[config.mk]
export PLATFORM = sky130hd
export DESIGN_NAME = hold_div_responder
export DESIGN_NICKNAME = d
export VERILOG_FILES = /design/src/rtl/hold_div_responder_pkg.sv /design/src/rtl/hold_div_responder_div_step.sv /design/src/rtl/hold_div_responder.sv
export SDC_FILE = /design/constraint.sdc
export NUM_CORES = 1
export LEC_CHECK = 0
export ABC_AREA = 1
export CORE_MARGIN = 5
export CORE_UTILIZATION = 45
export CTS_BUF_LIST = sky130_fd_sc_hd__clkbuf_16
export DETAILED_ROUTE_END_ITERATION = 12
export PLACE_DENSITY = 0.67
export SYNTH_ARGS = -nofsm -noshare
export SYNTH_HDL_FRONTEND = slang
export SYNTH_SLANG_ARGS = --single-unit
[constraint.sdc]
create_clock -name clk -period 5.9 [get_ports clk]
set_input_delay 1.77 -clock clk [delete_from_list [all_inputs] [get_ports clk]]
set_output_delay 1.77 -clock clk [all_outputs]
set_load 0.05 [all_outputs]
[src/rtl/hold_div_responder_pkg.sv]
// Shared types and sizing helpers for the hold-handshake restoring divider.
package hold_div_pkg;

  localparam int DEFAULT_WIDTH = 8;
  localparam int DEFAULT_CNT_W = $clog2(DEFAULT_WIDTH + 1);

  typedef enum logic [1:0] {
    IDLE = 2'd0,
    BUSY = 2'd1,
    DONE = 2'd2
  } state_e;

  // Iteration counter must hold the value WIDTH itself.
  function automatic int cnt_width(input int width);
    return $clog2(width + 1);
  endfunction

endpackage

[src/rtl/hold_div_responder_div_step.sv]
// One combinational restoring-division iteration: shift in a dividend bit,
// trial-subtract the divisor, keep the difference when there is no borrow.
module div_step #(
  parameter int WIDTH = 8
) (
  input  logic [WIDTH-1:0] rem_i,
  input  logic             bit_i,
  input  logic [WIDTH-1:0] divisor_i,
  output logic [WIDTH-1:0] rem_o,
  output logic             q_o
);

  logic [WIDTH:0]   shifted;
  logic [WIDTH+1:0] trial;

  // Extra top bit of trial is the borrow out of the WIDTH+1-bit subtraction.
  assign shifted = {rem_i, bit_i};
  assign trial   = {1'b0, shifted} - {2'b00, divisor_i};
  assign q_o     = ~trial[WIDTH+1];
  assign rem_o   = q_o ? WIDTH'(trial) : WIDTH'(shifted);

endmodule

[src/rtl/hold_div_responder.sv]
// Responder side of the valid/done hold handshake wrapped around an iterative
// unsigned restoring divider producing one quotient bit per cycle.
module hold_div_responder
  import hold_div_pkg::*;
#(
  parameter int WIDTH = DEFAULT_WIDTH
) (
  input  logic             clk,
  input  logic             rst,
  input  logic             valid,
  input  logic [WIDTH-1:0] dividend,
  input  logic [WIDTH-1:0] divisor,
  output logic             busy,
  output logic             done,
  output logic             data_ok,
  output logic [WIDTH-1:0] quotient,
  output logic [WIDTH-1:0] remainder
);

  localparam int               CNT_W    = cnt_width(WIDTH);
  localparam logic [CNT_W-1:0] CNT_INIT = CNT_W'(WIDTH);
  localparam logic [CNT_W-1:0] CNT_LAST = CNT_W'(1);

  state_e           state_q;
  logic             busy_q;
  logic             done_q;
  logic             err_q;
  logic [CNT_W-1:0] cnt_q;
  logic [WIDTH-1:0] dvd_q;
  logic [WIDTH-1:0] dsr_q;
  logic [WIDTH-1:0] rem_q;
  logic [WIDTH-1:0] quo_w_q;
  logic [WIDTH-1:0] quotient_q;
  logic [WIDTH-1:0] remainder_q;

  logic [WIDTH-1:0] step_rem;
  logic             step_bit;
  logic [WIDTH-1:0] quo_next;

  div_step #(.WIDTH(WIDTH)) u_step (
    .rem_i     (rem_q),
    .bit_i     (dvd_q[WIDTH-1]),
    .divisor_i (dsr_q),
    .rem_o     (step_rem),
    .q_o       (step_bit)
  );

  assign quo_next = WIDTH'({quo_w_q, step_bit});

  // NOTE: all state updates use <= so every register samples pre-edge values.
  always_ff @(posedge clk or posedge rst) begin
    if (rst) begin
      state_q     <= IDLE;
      busy_q      <= 1'b0;
      done_q      <= 1'b0;
      err_q       <= 1'b0;
      cnt_q       <= '0;
      dvd_q       <= '0;
      dsr_q       <= '0;
      rem_q       <= '0;
      quo_w_q     <= '0;
      quotient_q  <= '0;
      remainder_q <= '0;
    end else begin
      done_q <= 1'b0;
      unique case (state_q)
        IDLE: begin
          if (valid) begin
            busy_q <= 1'b1;
            if (divisor == '0) begin
              err_q       <= 1'b1;
              quotient_q  <= '1;
              remainder_q <= dividend;
              done_q      <= 1'b1;
              state_q     <= DONE;
            end else begin
              err_q   <= 1'b0;
              dvd_q   <= dividend;
              dsr_q   <= divisor;
              rem_q   <= '0;
              quo_w_q <= '0;
              cnt_q   <= CNT_INIT;
              state_q <= BUSY;
            end
          end
        end
        BUSY: begin
          // Requester dropped valid early: abandon without touching results.
          if (!valid) begin
            busy_q  <= 1'b0;
            cnt_q   <= '0;
            state_q <= IDLE;
          end else begin
            rem_q   <= step_rem;
            quo_w_q <= quo_next;
            dvd_q   <= dvd_q << 1;
            cnt_q   <= cnt_q - CNT_LAST;
            if (cnt_q == CNT_LAST) begin
              quotient_q  <= quo_next;
              remainder_q <= step_rem;
              done_q      <= 1'b1;
              state_q     <= DONE;
            end
          end
        end
        DONE: begin
          busy_q  <= 1'b0;
          state_q <= IDLE;
        end
        default: begin
          busy_q  <= 1'b0;
          state_q <= IDLE;
        end
      endcase
    end
  end

  // NOTE: default assignment first keeps this block free of inferred latches.
  always_comb begin
    data_ok = 1'b1;
    if (state_q == IDLE) begin
      data_ok = !(valid && (divisor == '0));
    end else begin
      data_ok = !err_q;
    end
  end

  assign busy      = busy_q;
  assign done      = done_q;
  assign quotient  = quotient_q;
  assign remainder = remainder_q;

endmodule
## Yosys cells after proc, flatten, opt, wreduce, memory -nomap -nowiden

Cells that the tools add are included.

| storage, ports and cells | value |
|---|---|
| flip-flop bits (word level) | 56 |
| input port bits | 19 |
| output and inout port bits | 19 |
| logic and storage cells | 76 |

| cells by class | value |
|---|---|
| add/subtract/negate cells | 2 |
| eq/ne operators | 9 |
| muxes and demuxes | 39 |
| bitwise operators | 2 |
| reductions and logical operators | 13 |

Operators by type and width:

| cell | number |
|---|---|
| 8-bit 2-to-1 mux | 15 |
| 8-bit one-hot mux with 2 select lines | 4 |
| 7-bit one-hot mux with 2 select lines | 1 |
| 4-bit 2-to-1 mux | 3 |
| 2-bit != test, second input constant | 6 |
| 9-bit by 8-bit subtractor with 10-bit output | 1 |
| 8-bit logical NOT | 1 |
| 2-bit 2-to-1 mux | 4 |
| 4-bit one-hot mux with 2 select lines | 1 |
| 1-bit 2-to-1 mux | 7 |
| 7-bit 2-to-1 mux | 1 |
| 2-bit AND reduction | 3 |
| 3-bit AND reduction | 2 |
| 5-bit AND reduction | 1 |
| 4-bit by 1-bit == test with 1-bit output, second input constant | 1 |
| 1-bit one-hot mux with 2 select lines | 2 |
| 2-bit one-hot mux with 2 select lines | 1 |
| 4-bit AND reduction | 1 |
| 4-bit by 1-bit subtractor with 4-bit output, second input constant | 1 |
| 3-bit != test, second input constant | 1 |
| 2-bit by 1-bit == test with 1-bit output, second input constant | 1 |
| 1-bit logical NOT | 2 |
| 2-bit logical NOT | 1 |
| 1-bit inverter | 2 |
| 2 further kinds | 2 |

## Depth between registers and ports, before layout

| depth | value |
|---|---|
| depth after elaboration | 5 |
| depth in mapped cells | 13 |
| gate-level depth less buffers | 13 |

## Cells and area by module

From an unflattened synthesis, not the netlist that was laid out.

| second synthesis, totals | value |
|---|---|
| cell total of the unflattened synthesis | 429 |
| area total of the unflattened synthesis | 3,241.9 µm² |

Modules (own cells, without submodules):

| module | instances | cells each | area an instance (µm²) | sequential area each (µm²) |
|---|---|---|---|---|
| hold_div_responder | 1 | 325 | 2,631.3 | 1,401.3 |
| div_step | 1 | 104 | 610.6 | 0.0 |

## Worst setup path after synthesis

Ideal clock, no wire load.

| timing | value |
|---|---|
| kind | input to output |
| from | input divisor[6] |
| to | output data_ok |
| data arrival time | 2.788 ns |
| data required time | 4.130 ns |
| path slack | 1.342 ns |
| stages on the path | 4 |
| path buffers | 0 |
| cells stage by stage | clkinv_1 nand4_1 nor2_1 a22oi_1 |

| on the way | value |
|---|---|
| cells in the longest elaborated chain, start to end | 4 |

RTL lines:

| item | RTL line | source |
|---|---|---|
| from (decl) | hold_div_responder.sv:12 | `input logic [WIDTH-1:0] divisor,` |
| 8-bit logical NOT | hold_div_responder.sv:122 | `data_ok = !(valid && (divisor == '0));` |
| 1-bit logical AND | hold_div_responder.sv:122 |  |
| 1-bit logical NOT | hold_div_responder.sv:122 |  |
| 1-bit 2-to-1 mux | hold_div_responder.sv:121 | `if (state_q == IDLE) begin` |
| to (decl) | hold_div_responder.sv:15 | `output logic data_ok,` |

No other way between the ends.

## Worst setup path in the final report

Same ends and word-level chain as after synthesis.

==> flow_summary_export.csv <==
group,metric,value,unit
min_path,min_to,"dsr_q[6]",
finish,nets,466,
die,io_pins,38,
worst_setup_path,crit_fanout,3,
cts,numClockSinks,56,
die,die_w,92.8,microns
synth,synth_top_area_share,0.454,
die,initial_core_util,0.460,
cts,cts_buffer_depth,2,
worst_setup_path,slowest_delay,830,ps
worst_setup_path,r2r-start,"state_q[1]",
worst_setup_path,rrSetupSlack,3460,ps
pwr,irDropWorstVdd,0.000273,V
cts,numCtsBuffers,5,
placement,place_hpwl,4.69,mm
finish,fin_util,0.552,
die,placementRows,30,
grt,grt_max_degree,57,
min_path,holdCritStartpoint,"dsr_q[6]",
synth,syn_nets,432,
worst_setup_path,crit_family,"buffers and inverters",
worst_setup_path,cp_slowest_cell,"clkdlybuf4s50_1",
routing,final_antenna_net_count,0,
synth,ys_ff_latch,56,
run,maxCapViolCount,0,
routing,vias,2595,
routing,vias_per_cell,5.02,
cts,cts_root_buffer,"clkbuf_16",
timing,setup-tns-final,0,ps
grt,antenna_found_initial,0,
run_status,status,"complete, no violations",
cts,cts_tree,"done",
worst_setup_path,cp.required,4130,ps
pwr,power.density,593,nW/um^2
timing,rsz0062_at_grt,"false",
cts,h-tree-depth,2,
die,fp.dieArea,8620,sq um
timing,finalMaxSlewViolations,0,
worst_setup_path,crit_arrival,3540,ps
cts,ctsResizeCount,0,
grt,grt_overflow_total,0,
cts,clkTransAtPathRegs,70,ps
pwr,leakagePower,1.98,nW
die,die_y,92.8,microns
routing,finalWirelength,6.56,mm
timing,setup_viol,0,
cts,post_cts_buffers,0,
synth,synthCells,402,
worst_setup_path,crit_path_cell_trace,"clkdlybuf4s50_1 > clkinv_1 > nand4_1 > nor2_1 > a22oi_1 > clkdlybuf4s50_1",
min_path,hold_depth,2,
worst_setup_path,worst_setup_path_end_kind,"primary output",
cts,cts_hold_buf,0,
grt,grt_pass1_vias,2488,
min_path,hold_path_class,"reg -> reg",
synth,avgSynthCellArea,7.68,sq um
timing,timing.fmax,188,MHz
timing,hold_ws,487,ps
timing,fin_crit_sh,0.901,
timing,worst_slew_pin_slew,888,ps
synth,synth_edf_count,0,
synth,synth_flop_cell,"dfrtp_1",
timing,finalClockSkew,10.9,ps
timing,timing.slew.headroom,0.407,
synth,synth_top_area_cell,"dfrtp_1",
die,core,6720,sq um
worst_setup_path,cp_num_buf_inv,3,
worst_setup_path,r2r_cells,8,
worst_setup_path,criticalPathCategory,"in -> out",
placement,place_area,3510,sq um
routing,drc,0,
grt,grt_first_pass_wirelength,11.5,mm
synth,synthDistinctLibCells,32,
placement,gp_congestion,0.866,
synth,synth_most_common_cell,"nand2_1",
synth,ys_async_sr_fraction,1.00,
worst_setup_path,startpoint,"divisor[6]",
routing,drt_iter0_markers,180,
finish,area_delta_synth_final,20.0,%
synth,yosys_warnings,0,
synth,synth.area.top_cells,"dfrtp_1, nand2_1, inv_1, o21ai_0, ha_1",
worst_setup_path,path_common_cell,"clkdlybuf4s50_1",
finish,stdcell_area,3710,sq um
finish,drive_gt1_frac,0.0755,
routing,drt_pass1_iterations,5,
timing,hold_violations,0,
worst_setup_path,critPathLaunchType,"primary input",
synth,ys_top_cells_by_count,"nand2_1, inv_1, dfrtp_1, o21ai_0, nor2_1",
cts,worstSkewPairLatency,300,ps
synth,syn-cell-area,3090,sq um
worst_setup_path,reg2reg_to,"quo_w_q[0]",
grt,globalRouteTotalUtil,0.167,
synth,ys_seq_area_frac,0.454,
placement,portBuffers,37,
finish,antenna_cells,0,
timing,fin_crit,5310,ps
routing,wl_per_cell,12.7,microns
cell families after synthesis:
kind of cell	after synthesis	synth area share
compound gates	48	0.0871
buf+inv	79	0.101
flops	56	0.454
xor+xnor	4	0.0113
simple gates	204	0.299
fa+ha+maj	11	0.0470
placed cells by master, fill, tap and decap left out:
master,instances
a31oi_1,1
o32ai_1,1
nand2_2,2
a21oi_4,1
clkdlybuf4s50_1,37
o21ai_1,5
o21a_1,2
o22ai_1,1
nand4_1,12
xnor2_1,2
fa_1,1
nor3_2,1
o21ai_0,31
nor2_1,27
inv_1,57
xor2_1,2
o21ai_2,1
a22oi_1,1
inv_2,9
a21oi_1,4
dfrtp_1,56
bufinv_16,2
clkbuf_16,5
nand3_2,8
clkinv_1,1
inv_6,1
nand3_4,1
ha_1,10
or2_1,8
or2_0,2
nand3_1,23
buf_4,2
nand2_1,120
how the worst max path moves through the flow:
| stage | slack (ps) | cells past startpoint | to |
|---|---|---|---|
| floorplan | 1340 | 4 | data_ok |
| CTS | 600 | 6 | data_ok |
| global placement | 630 | 6 | data_ok |
| global route | 520 | 6 | data_ok |
| detailed placement | 600 | 6 | data_ok |
| finish | 590 | 6 | data_ok |
power by group:
| part | switching (mW) | internal (mW) | total (mW) |
|---|---|---|---|
| registers | 0.0802 | 0.534 | 0.615 |
| logic | 0.805 | 0.392 | 1.20 |
| clock network | 0.141 | 0.245 | 0.386 |
tightest hold or removal path, cell delays in order (launching register included):
cell and delay, ps:
dfrtp_1 340, nand2_1 50, o21ai_0 60
state kept, by name, summed over array words and instances, names as in the netlist:
signal     count
cnt_q          4
dvd_q          8
remainder      8
quo_w_q        7
busy           1
rem_q          8
state_q        2
dsr_q          8
err_q          1
done           1
quotient       8
per-layer routing:
layer	vias up	wire [microns]	global-route usage
met1	1196	3080	0.225
li1	1332	-	-
met5	-	0	0
met3	11	328	0.0374
met2	56	3040	0.268
met4	0	109	0.0525
per-stage QoR:
stage,worst slack (ps),power [mW],cells
after floorplan,1340,1.52,402
after global placement,628,1.80,509
after detailed placement,600,1.82,509
after CTS,600,2.22,517
after global routing,521,2.38,517
final,586,2.20,517
area by class of cell:
cell class | count | area (sq um)
fillers | 643 | 3010
multi-input cells | 267 | 1370
clock buffers | 5 | 125
repair buffers | 39 | 385
clock inverters | 3 | 68.8
flip-flops and latches | 56 | 1400
well taps | 80 | 100
inverters | 67 | 251
Note: power is estimated with default switching activity, not from simulation.
